`config.mk`:
```
export PLATFORM = sky130hd
export DESIGN_NAME = counter_arith_gates
export DESIGN_NICKNAME = d
export VERILOG_FILES = /design/src/rtl/counter_arith_gates.sv
export SDC_FILE = /design/constraint.sdc
export NUM_CORES = 1
export LEC_CHECK = 0
export ABC_CLOCK_PERIOD_IN_PS = 2000
export BUFFER_PORTS_ARGS = -buffer_cell sky130_fd_sc_hd__buf_2
export CORE_AREA = 2 2 39 41
export CTS_BUF_LIST = sky130_fd_sc_hd__clkbuf_16
export CTS_CLUSTER_DIAMETER = 60
export DETAILED_ROUTE_END_ITERATION = 8
export DIE_AREA = 0 0 41 43
export GPL_ROUTABILITY_DRIVEN = 1
export GPL_TIMING_DRIVEN = 0
export PLACE_DENSITY_LB_ADDON = 0.2
export SYNTH_ARGS = -nofsm -noshare
export SYNTH_HDL_FRONTEND = slang
export SYNTH_SLANG_ARGS = --single-unit
export TNS_END_PERCENT = 50
```
`constraint.sdc`:
```
create_clock -name clk -period 2 [get_ports clk]
set_input_delay 0.4 -clock clk [delete_from_list [all_inputs] [get_ports clk]]
set_output_delay 0.4 -clock clk [all_outputs]
set_load 0.02 [all_outputs]
```
`src/rtl/counter_arith_gates.sv`:
```
// Free-running 4-bit counter built twice: arithmetic adder and AND/XOR gate-level incrementer.
// Define COUNTER_CROSSCHECK_EN to compile in the sticky divergence flag; otherwise mismatch is tied to 0.
module counter_arith_gates (
  input  logic       clk,
  input  logic       rst,
  output logic [3:0] out,
  output logic       out0,
  output logic       out1,
  output logic       out2,
  output logic       out3,
  output logic       mismatch
);

  logic n0;
  logic n1;
  logic n2;
  logic n3;

  always_ff @(posedge clk) begin
    if (!rst) begin
      out <= 4'h0;
    end else begin
      out <= out + 4'd1;
    end
  end

  // Ripple incrementer: each bit toggles when every lower bit is 1.
  assign n0 = ~out0;
  assign n1 = out1 ^ out0;
  assign n2 = out2 ^ (out1 & out0);
  assign n3 = out3 ^ (out2 & out1 & out0);

  always_ff @(posedge clk) begin
    if (!rst) begin
      out0 <= 1'b0;
      out1 <= 1'b0;
      out2 <= 1'b0;
      out3 <= 1'b0;
    end else begin
      out0 <= n0;
      out1 <= n1;
      out2 <= n2;
      out3 <= n3;
    end
  end

`ifdef COUNTER_CROSSCHECK_EN
  // Sticky: once the two registered counts disagree, the flag holds until reset.
  always_ff @(posedge clk) begin
    if (!rst) begin
      mismatch <= 1'b0;
    end else begin
      mismatch <= mismatch | (out != {out3, out2, out1, out0});
    end
  end
`else
  assign mismatch = 1'b0;
`endif

endmodule

```
==> run_results.csv <==
group,metric,value,unit
grt,grt_overflow,0,
grt,grt_use_met1,0.0879,
sta,min_period_over_period,0.594,
grt,grt_start_max_net_pins,11,
pwr,pwr_density_cell,1250,nW/um2
clocking,clk_pin_slew,40,ps
clocking,cts_buffers,3,
clocking,holdBufCountCts,0,
pwr,p_leak,0.237,nW
finish,antenna_cells,0,
worst_setup_path,worstSetupStartpointType,"flop",
flow_run,drv_cap,0,
logic_synthesis,synth_top_area_cell,"dfxtp_1",
logic_synthesis,synth_edf_count,0,
grt,use_met3,0.0628,
drt,wl,567,um
finish,finish.utilization,0.319,
clocking,cts.sinks,8,
logic_synthesis,netlist_area,302,um2
logic_synthesis,ys_types,11,
floorplan,chipWidth,41,um
floorplan,rows,14,
sta,hold_viol,0,
pwr,clkPwrFrac,0.593,
outcome,outcome,"completed",
logic_synthesis,ys_warn_count,0,
placement,portBuffers,9,
drt,vias,217,
floorplan,dieHeight,43,um
sta,finalSetupTns,0,ps
finish,nets,46,
sta,setup_viol,0,
clocking,post-cts-setup-buffers,0,
worst_setup_path,path_max_fanout,4,
grt,top_usage_layer,"met2",
sta,fin_crit,1190,ps
floorplan,initial_core_util,0.218,
grt,grt_use_total,0.0887,
logic_synthesis,seq_area_frac_synth,0.531,
logic_synthesis,yosys_most_used_dff,"dfxtp_1",
logic_synthesis,synth.area.top_cells,"dfxtp_1, and2_1, ha_1, mux2i_1, xor2_1",
logic_synthesis,yosys.area.top_type_share,0.531,
pwr,swShare,0.192,
drt,drc,0,
clocking,h-tree-depth,1,
worst_setup_path,arrival,790,ps
clocking,post_cts_resize_count,0,
finish,drive_gt1_frac,0.325,
worst_hold_path,hold_path_class,"flop to flop",
pwr,p_int,0.446,mW
clocking,root_buffer,"clkbuf_16",
pwr,pwr-share-comb,0.082,
worst_setup_path,crit_family,"flip-flops",
drt,drt.antenna.violating_nets,0,
grt,met2_usage,0.144,
finish,final_area,442,um2
placement,place_area,367,um2
grt,antenna_found_initial,0,
sta,final.setup_skew,0.139,ps
logic_synthesis,async_flop_share,0,
logic_synthesis,syn_nets,32,
grt,grt_pass1_vias,227,
worst_setup_path,end_kind,"primary output",
logic_synthesis,synthCells,28,
floorplan,core,1380,um2
logic_synthesis,yosysMostFrequentCell,"dfxtp_1",
sta,slew_viol_final,0,
pwr,seq_power_share,0.325,
drt,drt_iter0_markers,1,
logic_synthesis,yosys_register_bits,8,
logic_synthesis,avgSynthCellArea,10.8,um2
worst_setup_path,crit_buf_inv,1,
clocking,cts_tree,"built",
worst_setup_path,path_cells,"buf_2",
drt,vias_per_cell,3.88,
sta,rsz0062_at_grt,"false",
pwr,p_switching,0.106,mW
drt,wl_per_cell,10.1,um
sta,fmax,0.842,GHz
floorplan,die_area,1760,um2
grt,grt_pass1_wl,1010,um
floorplan,ios,11,
worst_setup_path,worst_path_max_delay_cell,"dfxtp_1",
logic_synthesis,synth_common_cells,"dfxtp_1, and2_1",
placement,gp_congestion,0.629,
drt,dr.pass1.iters,2,
worst_setup_path,path_class,"flop to primary output",
worst_setup_path,required,1600,ps
pwr,peakVddDrop,0.645,mV
worst_setup_path,cpPeakStageDelay,370,ps
finish,area_growth,46.5,%
clocking,clk_latency,230,ps
clocking,cts_buffer_depth,2,
[flip-flops by register name (all words and copies together), names as in the netlist]
signal and flops:
out3 1, out 4, out1 1, out2 1
out0 1
[layout by cell type, fill, tap and decap left out]
| cell type | n |
|---|---|
| and2_1 | 4 |
| buf_2 | 9 |
| buf_4 | 1 |
| clkbuf_16 | 3 |
| conb_1 | 1 |
| dfxtp_1 | 8 |
| ha_1 | 2 |
| mux2i_1 | 2 |
| nand2_1 | 2 |
| nand2b_1 | 2 |
| nand3_1 | 2 |
| nor2b_1 | 2 |
| xor2_1 | 2 |
[logic make-up after synthesis]
family,Yosys count,synth area share
fa+ha+maj,2,0.0830
flops,8,0.531
xor+xnor,2,0.0581
simple gates,12,0.224
other cells,1,0.0124
mux,2,0.0664
buf+inv,1,0.0249
[area by class of cell]
type	instances	area [um2]
Buffer	1	7.51
Multi-Input combinational cell	19	134
Fill cell	149	942
Tap cell	16	20.0
Clock buffer	3	75.1
Sequential cell	8	160
Timing Repair Buffer	9	45.0
[worst paths after layout]
path	start	to	slack, ps	cells past startpoint
max	out[0]$_SDFF_PN0_	out[0]	810	1
min	out0$_SDFF_PN0_	out0$_SDFF_PN0_	460	1
max reg2reg	out[0]$_SDFF_PN0_	out[2]$_SDFF_PN0_	1050	3
min reg2reg	out0$_SDFF_PN0_	out0$_SDFF_PN0_	460	1
[metrics by stage]
| stage | cells | worst slack, ps | hold slack [ps] | total power, mW |
|---|---|---|---|---|
| 4_1_cts | 56 | 804 | 466 | 0.562 |
| 5_1_grt | 56 | 767 | 506 | 0.577 |
| 3_3_place_gp | 53 | 1080 | 445 | 0.224 |
| 2_1_floorplan | 28 | 1010 | 522 | 0.210 |
| 3_5_place_dp | 53 | 1050 | 457 | 0.228 |
| 6_report | 56 | 813 | 462 | 0.552 |
[routing by layer]
layer  part of all wire  wire [um]  up-vias
li1                   -          -      111
met1               0.39        223      104
met2               0.57        323        2
met3              0.035         20        0
met4                  0          0        0
met5                  0          0        -
[power groups by stage]
stage | logic, mW | registers (mW) | clock network [mW]
2_1_floorplan | 0.0160 | 0.194 | 0
3_3_place_gp | 0.0431 | 0.181 | 0
3_5_place_dp | 0.0457 | 0.182 | 0
4_1_cts | 0.0461 | 0.180 | 0.336
5_1_grt | 0.0506 | 0.182 | 0.345
6_report | 0.0451 | 0.180 | 0.328
(Power assumes the default switching activity.)
